==> src/rtl/gray_counter_param.sv <==
// Purpose: N-bit Gray-code counter with enable, up/down, sync load, binary mirror and wrap/saturate modes.
// Latency: one clock from en/load sampling to updated gray_out/bin_out/wrap; at_end is combinational from state.
// Backpressure: none; en gates counting every cycle and load pre-empts it.
module gray_counter_param #(
    parameter int WIDTH    = 4,
    parameter bit SATURATE = 1'b0
) (
    input  logic             clk,
    input  logic             rst,
    input  logic             en,
    input  logic             up_dn,
    input  logic             load,
    input  logic [WIDTH-1:0] load_gray,
    output logic [WIDTH-1:0] gray_out,
    output logic [WIDTH-1:0] bin_out,
    output logic             wrap,
    output logic             at_end
);

    localparam logic [WIDTH-1:0] MAX_VAL = '1;
    localparam logic [WIDTH-1:0] ONE     = {{(WIDTH-1){1'b0}}, 1'b1};

    logic [WIDTH-1:0] bin_r;
    logic [WIDTH-1:0] gray_r;
    logic             wrap_r;
    logic [WIDTH-1:0] ld_bin;
    logic [WIDTH-1:0] bin_nxt;
    logic             wrap_nxt;

    // Bit i of the binary value is the XOR of all Gray bits at or above i.
    always_comb begin
        ld_bin = '0;
        for (int i = 0; i < WIDTH; i++) begin
            ld_bin[i] = ^(load_gray >> i);
        end
    end

    always_comb begin
        bin_nxt  = bin_r;
        wrap_nxt = 1'b0;
        if (load) begin
            bin_nxt = ld_bin;
        end else if (en) begin
            if (up_dn) begin
                if (bin_r != MAX_VAL) begin
                    bin_nxt = bin_r + ONE;
                end else if (!SATURATE) begin
                    bin_nxt  = '0;
                    wrap_nxt = 1'b1;
                end
            end else begin
                if (bin_r != '0) begin
                    bin_nxt = bin_r - ONE;
                end else if (!SATURATE) begin
                    bin_nxt  = MAX_VAL;
                    wrap_nxt = 1'b1;
                end
            end
        end
    end

    // Gray is registered alongside the binary so both outputs change on the same edge.
    always_ff @(posedge clk or negedge rst) begin
        if (!rst) begin
            bin_r  <= '0;
            gray_r <= '0;
            wrap_r <= 1'b0;
        end else begin
            bin_r  <= bin_nxt;
            gray_r <= bin_nxt ^ (bin_nxt >> 1);
            wrap_r <= wrap_nxt;
        end
    end

    assign gray_out = gray_r;
    assign bin_out  = bin_r;
    assign wrap     = wrap_r;
    assign at_end   = up_dn ? (bin_r == MAX_VAL) : (bin_r == '0);

endmodule

==> config.mk <==
export PLATFORM = sky130hd
export DESIGN_NAME = gray_counter_param
export DESIGN_NICKNAME = d
export VERILOG_FILES = /design/src/rtl/gray_counter_param.sv
export SDC_FILE = /design/constraint.sdc
export NUM_CORES = 1
export LEC_CHECK = 0
export CAP_MARGIN = 20
export CORE_MARGIN = 3
export CORE_UTILIZATION = 38
export DETAILED_ROUTE_END_ITERATION = 8
export PLACE_DENSITY = 0.71
export SYNTH_ARGS = -nofsm -noshare
export SYNTH_HDL_FRONTEND = slang
export SYNTH_SLANG_ARGS = --single-unit
export TNS_END_PERCENT = 10
==> constraint.sdc <==
create_clock -name clk -period 2 [get_ports clk]
set_clock_uncertainty 0.2 [all_clocks]
set_input_delay 0.2 -clock clk [delete_from_list [all_inputs] [get_ports clk]]
set_output_delay 0.2 -clock clk [all_outputs]
set_load 0.01 [all_outputs]
## Word-level counts from Yosys, hierarchy flattened

Index checks and enable logic that the tools add are counted.

- Equality and inequality tests: 2
- Divide/modulo/power cells: 0
- Add/sub/neg operators: 2
- Multiply operators: 0
- Bitwise gates (word level): 1
- $lt $le $gt $ge: 0
- Shift-type cells: 0
- Reduce and logical (&&, ||, !) cells: 6
- Mux-type cells: 11

Operators by type and width:

| kind | number |
|---|---|
| 4-bit two-way mux | 5 |
| 4-bit parity | 4 |
| 1-bit two-way mux | 6 |
| 4-bit by 1-bit adder with 4-bit output, second input constant | 1 |
| 4-bit == test, second input constant | 1 |
| 4-bit zero test | 1 |
| 4-bit inequality test, second input constant | 1 |
| 4-bit nonzero test | 1 |
| 4-bit by 1-bit subtractor with 4-bit output, second input constant | 1 |
| 4-bit by 3-bit XOR with 4-bit output | 1 |

- Memory bits (read-only): 0
- Memories kept: 0
- Bits in latches: 0
- Flip-flop bits (word level): 9
- Output and inout bits: 10
- RAM bits: 0

## Depth between registers and ports, before layout

Gate-level depths: netlist of run 1.

- Word-level depth: 6
- Gate-level depth with buffers: 7
- Depth with buffers taken out: 7

## Worst setup path before layout of run 1

Ideal clock, no wire load.

- Path type: register to register
- Start point: register bin_r[0] (netlist: bin_out[0])
- End point: register gray_r[1] (netlist: gray_out[1])
- Library setup time: 0.139 ns
- Setup slack: 0.070 ns
- Cell stages (with the launch flop): 8
- Buffers on the path: 0
- Data required time: 1.661 ns
- Arrival time: 1.591 ns
- Cells stage by stage: dfrtp_1 inv_2 ha_1 nor2b_1 nor3_1 nor4b_1 o31ai_1 xnor2_1

- Word-level cells in the longest chain between the ends: 6
- Elaborated cells between the ends (all ways): 10
- Those cells by class: add/sub: 2; eq/ne: 1; mux: 5; bitwise: 1; reduce/logical: 1

Ends and longest elaborated chain:

| item | line | text |
|---|---|---|
| start: declaration | 23 | `logic [WIDTH-1:0] bin_r;` |
| start signal: assignment | 69 | `bin_r <= bin_nxt;` |
| 4-bit by 1-bit subtractor with 4-bit output (tied with other cells) | 53 | `bin_nxt = bin_r - ONE;` |
| 4-bit two-way mux, on equally long branches | 52, 45 |  |
| 4-bit two-way mux * | 44 | `if (up_dn) begin` |
| 4-bit two-way mux * | 43 | `end else if (en) begin` |
| 4-bit two-way mux * | 41 | `if (load) begin` |
| 4-bit by 3-bit XOR with 4-bit output * | 70 | `gray_r <= bin_nxt ^ (bin_nxt >> 1);` |
| end signal: assignment | 70 |  |
| end: declaration | 24 | `logic [WIDTH-1:0] gray_r;` |

Mark *: on every way between the ends. The rest lies on a longest branch, timed or not.

## Worst setup path in the final report of run 1

- Start point: register bin_r[0] (netlist: bin_out[0])
- End point: register gray_r[2] (netlist: gray_out[2])

- Word-level cells in the longest chain between the ends: 6
- Elaborated cells between the ends (all ways): 10
- Those cells by class: add/sub: 2; eq/ne: 1; mux: 5; bitwise: 1; reduce/logical: 1

Ends and longest elaborated chain:

| item | line | text |
|---|---|---|
| 4-bit by 1-bit subtractor with 4-bit output (tied with other cells) | 53 |  |
| 4-bit two-way mux, on equally long branches | 52, 45 |  |
| 4-bit two-way mux * | 44 |  |
| 4-bit two-way mux * | 43 |  |
| 4-bit two-way mux * | 41 |  |
| named net bin_nxt[3] | 27 | `logic [WIDTH-1:0] bin_nxt;` |
| 4-bit by 3-bit XOR with 4-bit output * | 70 |  |

The timed path passes the listed nets; every way through them passes the cells marked *.

==> flow_summary.toml, run 1 <==
[power_and_ir_drop]
switchingPower_mw = 0.237
share_comb_of_total_power_pct = 51.5
ir_drop_mv = 0.372
seq_power_share_pct = 31.6
p_int_mw = 0.478
cellPowerDensity_mw_per_mm2 = 873
p_sw_share_pct = 33.1
clkPwrFrac_pct = 16.9
leakage_nw = 0.356

[synthesis]
synthesis.area_per_instance_um2 = 9.92
synth.distinct_cells = 28
synth_seq_area_share_pct = 36.7
synth_seq_cells = 8
synth-main-ff-cell = "dfrtp_1"
synth_nets = 67
synth_edf_count = 0
synth_warnings = 0
synth.cell_area_um2 = 546
count_of_mapped_cells_out_of_synthesis = 55
postSynth.asyncResetShare_pct = 100

[sta]
final_max_slew_viol_count = 0
post-route-period-util_pct = 94.8
setup_tns_ns = 0
setup-violations-final = 0
tightestPinTransition_ns = 0.392
max_clock_freq_mhz = 527
finalHoldViolCount = 0
layout_setup_ws_ns = 0.104
max_slew_margin_pct = 73.6
period_minus_slack_ns = 1.90

[run_status]
run_status = "finished clean"

[cts]
cts.clk_slew.worst_paths_ns = 0.05
cts.root.buffer_cell = "clkbuf_4"
htreeDepth = 1
clock_path_buffers = 2
clock-sinks = 8
cts-buffers-inserted = 3
tritoncts = "done"
clk-insertion-delay-late_ns = 0.25

[routing]
wl_met2_um = 596
met3_length_um = 69
met1_layer_wirelength_in_the_final_routing_um = 492
ant_nets = 0
detailedRoute.firstIterationViolations = 8
detail_route.wl_per_cell_um = 12.3
routed-via-count = 493
post_detailed_route_drc_marker_count = 0
drtPass1Iterations = 4
highest-signal-layer = "met4"
via_per_inst = 5.14
route.final.wire_length_mm = 1.18

[cells_and_area]
post_layout_nonfiller_instances = 96
design.final.nets = 95
fin_area_um2 = 820
antenna_cells = 0
area_growth_pct = 50.2
share_of_layout_cells_above_drive_strength_1_pct = 24.7

[placed_design]
port-buffer-count = 18
post_dp_cell_area_um2 = 778
final_estimated_routing_congestion_in_global_placement = 0.921
hpwl_detailed_um = 890
worst_setup_slack_after_placement_ns = -0.0856
dp.cells = 92

[critical_path]
crit_arrival_ns = 1.86
timing.setup.critical_path_class = "reg -> reg"
crit_fanout = 4
path_cells = "buf_4 -> buf_4 -> o21bai_1 -> a21oi_1 -> a311o_1 -> a31oi_4 -> xnor2_1"
cpMostUsedCell = "buf_4"
data_required_time_of_the_critical_path_ns = 1.97
timing.critical_path.slowest_cell_delay_ns = 0.42
worst_path_dominant_cell_family = "compound AO/OA/AOI/OAI gates"
crit_buf_inv = 2
kind_of_start_point_of_the_critical_path = "flip-flop"
timing.critical_path.to_type = "flip-flop"
critPathSlowestCell = "dfrtp_1"

[grt]
antenna_violations_before_repair = 0
globalRoute.totalOverflow = 0
groute.usage.overall_pct = 13.1
first_global_vias = 437
grt_pass1_wl_mm = 1.82
grt_start_max_net_pins = 10

[floorplan]
floorplan.die_area_mm2 = 0.00193
core-area_mm2 = 0.00132
pin_count = 19
chipWidth_um = 43.9
die_y_um = 43.9
num_rows = 13
initial_core_util_pct = 41.4

[min_path]
hp-class = "in -> async"

[run]
drv_cap = 0
[through the flow]
step	hold slack [ns]	total power [mW]	util, %
2_1_floorplan	-0.296	0.407	-
3_3_place_gp	0.284	0.580	59.1
3_5_place_dp	0.292	0.583	59.1
4_1_cts	0.0183	0.713	61.3
5_1_grt	0.0454	0.761	62.2
6_report	0.0131	0.715	62.2
[state kept, by name, indices dropped and copies added, names as in the netlist]
name      flops
gray_out      3
wrap          1
bin_out       4
[cell usage in the layout, fill, tap and decap left out]
cell              n
clkdlybuf4s50_1  17
dfrtp_1           8
buf_4             8
xnor2_1           6
a21oi_1           4
nor2_1            3
ha_1              3
clkbuf_4          3
inv_2             2
nor2b_1           2
nand2_1           2
inv_1             2
o21ai_0           2
xor2_1            2
nor3_2            1
nor4b_2           1
mux2_2            1
o31ai_2           1
mux2i_1           1
or4_1             1
a21bo_1           1
o21bai_1          1
a311o_1           1
and2b_2           1
nand2b_1          1
o31ai_1           1
a31oi_4           1
nand3_1           1
a2bb2o_1          1
and2_1            1
clkbuf_2          1
[cell type report]
type,count,area [um^2]
inverters,4,15.0
well taps,15,18.8
flip-flops and latches,8,200
multi-input cells,40,328
clock buffers,3,22.5
repair buffers,26,235
fillers,110,498
[final timing paths]
kind | start | endpoint | slack (ns) | cells past startpoint
setup reg to reg | bin_out[0] | gray_out[2] | 0.10 | 7
hold reg to reg | bin_out[3] | bin_out[3] | 0.63 | 3
min in group clk | load_gray[0] | bin_out[0] | 0.48 | 3
setup / recovery | bin_out[0] | gray_out[2] | 0.10 | 7
max in group asynchronous | rst | gray_out[0] | 1.34 | 1
hold / removal | rst | gray_out[1] | 0.01 | 1
[cell usage after synthesis, drive strengths merged (2+ instances only)]
master	instances	share of area, %
buf	2	2.8
inv	4	2.8
o31ai	2	2.8
o21ai	2	1.8
a21oi	4	3.7
nor2	3	2.1
nor2b	2	2.3
nand2	2	1.4
xor2	2	3.2
ha	3	6.9
xnor2	6	9.6
dfrtp	8	37
[what timing repair did]
action	4_1_cts	5_1_grt
endpoints found under the hold margin	0	0
pin swaps	0	1
gates resized for setup	2	4
setup endpoints to repair	2	4
hold buffers	0	0
buffers inserted	1	0
[metal layers]
| metal | vias to the layer above | track usage, % |
|---|---|---|
| met3 | 3 | 1.24 |
| met4 | 0 | 10.8 |
| met5 | - | 0 |
| met2 | 20 | 20.6 |
| met1 | 231 | 16.0 |
| li1 | 239 | - |
[power by group through the flow]
stage | Sequential, mW | Combinational [mW] | Clock (mW)
finish | 0.226 | 0.368 | 0.121
detailed placement | 0.230 | 0.353 | 0
global placement | 0.230 | 0.350 | 0
CTS | 0.226 | 0.362 | 0.125
floorplan | 0.255 | 0.152 | 0
global route | 0.231 | 0.398 | 0.131
[cells by family after synthesis]
logic type,count (synthesis),synth area share (%)
xor gates and xnor gates,8,12.8
buffers and inverters,7,6.19
and+or+nand+nor,14,14.5
DFF,8,36.7
muxes,2,3.90
adders and majority gates,3,6.88
AOI/OAI and AO/OA,13,19.0
Note: power is estimated with default switching activity, not from simulation.
==> run 2: changes to the inputs <==
- RECOVER_POWER: default -> 25
==> run 2 against run 1 <==
Net effect:
- first-iteration DRC count is the same
- highest routed layer unchanged
- critical path type unchanged
- register-to-register slack is essentially flat
- largest power group unchanged
- worst setup slack is the same
==> flow_summary.toml, run 2 (synthesis gave the netlist of run 1 again) <==
[cts]
clk-insertion-delay-late_ns = 0.25
cts.root.buffer_cell = "clkbuf_4"
tritoncts = "done"
clock-sinks = 8
cts_hold_repair.buffers = 0
cts-buffers-inserted = 3
htreeDepth = 1
cts.clk_slew.worst_paths_ns = 0.05
clock_path_buffers = 2

[routing]
routed-via-count = 493
via_per_inst = 5.14
drtPass1Iterations = 4
route.final.wire_length_mm = 1.18
post_detailed_route_drc_marker_count = 0
detailedRoute.firstIterationViolations = 8
ant_nets = 0
detail_route.wl_per_cell_um = 12.3

[grt]
antenna_violations_before_repair = 0
first_global_vias = 437
grt_pass1_wl_mm = 1.82
grt_start_max_net_pins = 10
globalRoute.totalOverflow = 0
groute.usage.overall_pct = 13.1

[cells_and_area]
antenna_cells = 0
finalCoreUtilization_pct = 62.2
most_common_cell_after_layout_fill_and_taps_aside = "clkdlybuf4s50_1"
post_layout_nonfiller_instances = 96
most-common-layout-cells = "16 x clkdlybuf4s50_1, 8 x dfrtp_1, 8 x buf_4, 6 x xnor2_1, 4 x a21oi_1"
design.final.nets = 95
area_growth_pct = 50.2
share_of_layout_cells_above_drive_strength_1_pct = 24.7
largest_register_ffs = 4

[sta]
finalHoldViolCount = 0
setup-violations-final = 0
fin_worst_hold_slack_ns = 0.0835
tightestPinTransition_ns = 0.392
period_minus_slack_ns = 1.90
post-route-period-util_pct = 94.8
max_clock_freq_mhz = 527
max_slew_margin_pct = 73.6
final_max_slew_viol_count = 0

[placed_design]
port-buffer-count = 18
dp.cells = 92
final_estimated_routing_congestion_in_global_placement = 0.921
hpwl_detailed_um = 890

[power_and_ir_drop]
leakage_nw = 0.356
cellPowerDensity_mw_per_mm2 = 872
ir_drop_mv = 0.372

[min_path]
hp-class = "in -> async"

[floorplan]
die_y_um = 43.9
num_rows = 13
initial_core_util_pct = 41.4
core-area_mm2 = 0.00132
pin_count = 19
chipWidth_um = 43.9
floorplan.die_area_mm2 = 0.00193

[critical_path]
timing.setup.critical_path_class = "reg -> reg"
worst_case_register_to_register_setup_slack_ns = 0.10
crit_fanout = 4
cpMostUsedCell = "buf_4"
worst_path_dominant_cell_family = "compound AO/OA/AOI/OAI gates"
critPathSlowestCell = "dfrtp_1"
kind_of_start_point_of_the_critical_path = "flip-flop"
timing.critical_path.to_type = "flip-flop"
data_required_time_of_the_critical_path_ns = 1.97
crit_arrival_ns = 1.86
path_cells = "buf_4 -> buf_4 -> o21bai_1 -> a21oi_1 -> a311o_1 -> a31oi_4 -> xnor2_1"
timing.critical_path.slowest_cell_delay_ns = 0.42
crit_buf_inv = 2

[run]
drv_cap = 0

[run_status]
run_status = "finished clean"
-- run 2: cell types whose count changed in the layout (fill, tap and decap cells not counted) --
| cell | delta |
|---|---|
| clkdlybuf4s50_1 | -1 |
| dlygate4sd3_1 | +1 |
-- run 2: worst paths after layout --
kind	from	to	depth (start not counted)
setup / recovery	bin_out[0]	gray_out[2]	7
min in group clk	load_gray[0]	bin_out[0]	3
hold / removal	rst	gray_out[1]	1
max in group asynchronous	rst	gray_out[0]	1
setup reg to reg	bin_out[0]	gray_out[2]	7
hold reg to reg	bin_out[3]	bin_out[3]	3
-- run 2: what timing repair did --
item / CTS / global route
pin swaps: 0 / 1
gates resized for setup: 2 / 4
buffers inserted: 1 / 0
setup endpoints to repair: 2 / 4
-- run 2: metal layers --
| metal | up-vias | global-route usage, % | wire, um |
|---|---|---|---|
| met5 | - | 0 | 0 |
| met4 | 0 | 10.8 | 25 |
| met3 | 3 | 1.24 | 69 |
| met2 | 20 | 20.6 | 596 |
| met1 | 231 | 16.0 | 492 |
| li1 | 239 | - | - |
-- run 2: area by class of cell --
type                       count  area, um^2
timing repair buffer          26         235
multi-input combinational     40         328
tap                           15        18.8
clock buffer                   3        22.5
inverter                       4        15.0
fill                         110         498
sequential                     8         200
-- run 2: stage by stage --
stage / worst slack [ns] / TNS, ns / power [mW] / instance area (um^2)
final: 0.104 / 0 / 0.715 / 820
after global routing: -0.00368 / -0.00368 / 0.760 / 820
after CTS: 0.0285 / 0 / 0.713 / 808
after detailed placement: -0.0856 / -0.183 / 0.583 / 778
after global placement: -0.0269 / -0.0374 / 0.580 / 778
after floorplan: 0.0703 / 0 / 0.407 / 546
-- run 2: power breakdown --
part           internal (mW)  switching [mW]  leakage (nW)  total, mW
Clock                 0.0685          0.0521        0.0138      0.121
Sequential             0.201          0.0247        0.0946      0.226
Combinational          0.208           0.160         0.248      0.368
Total                  0.478           0.237         0.356      0.715
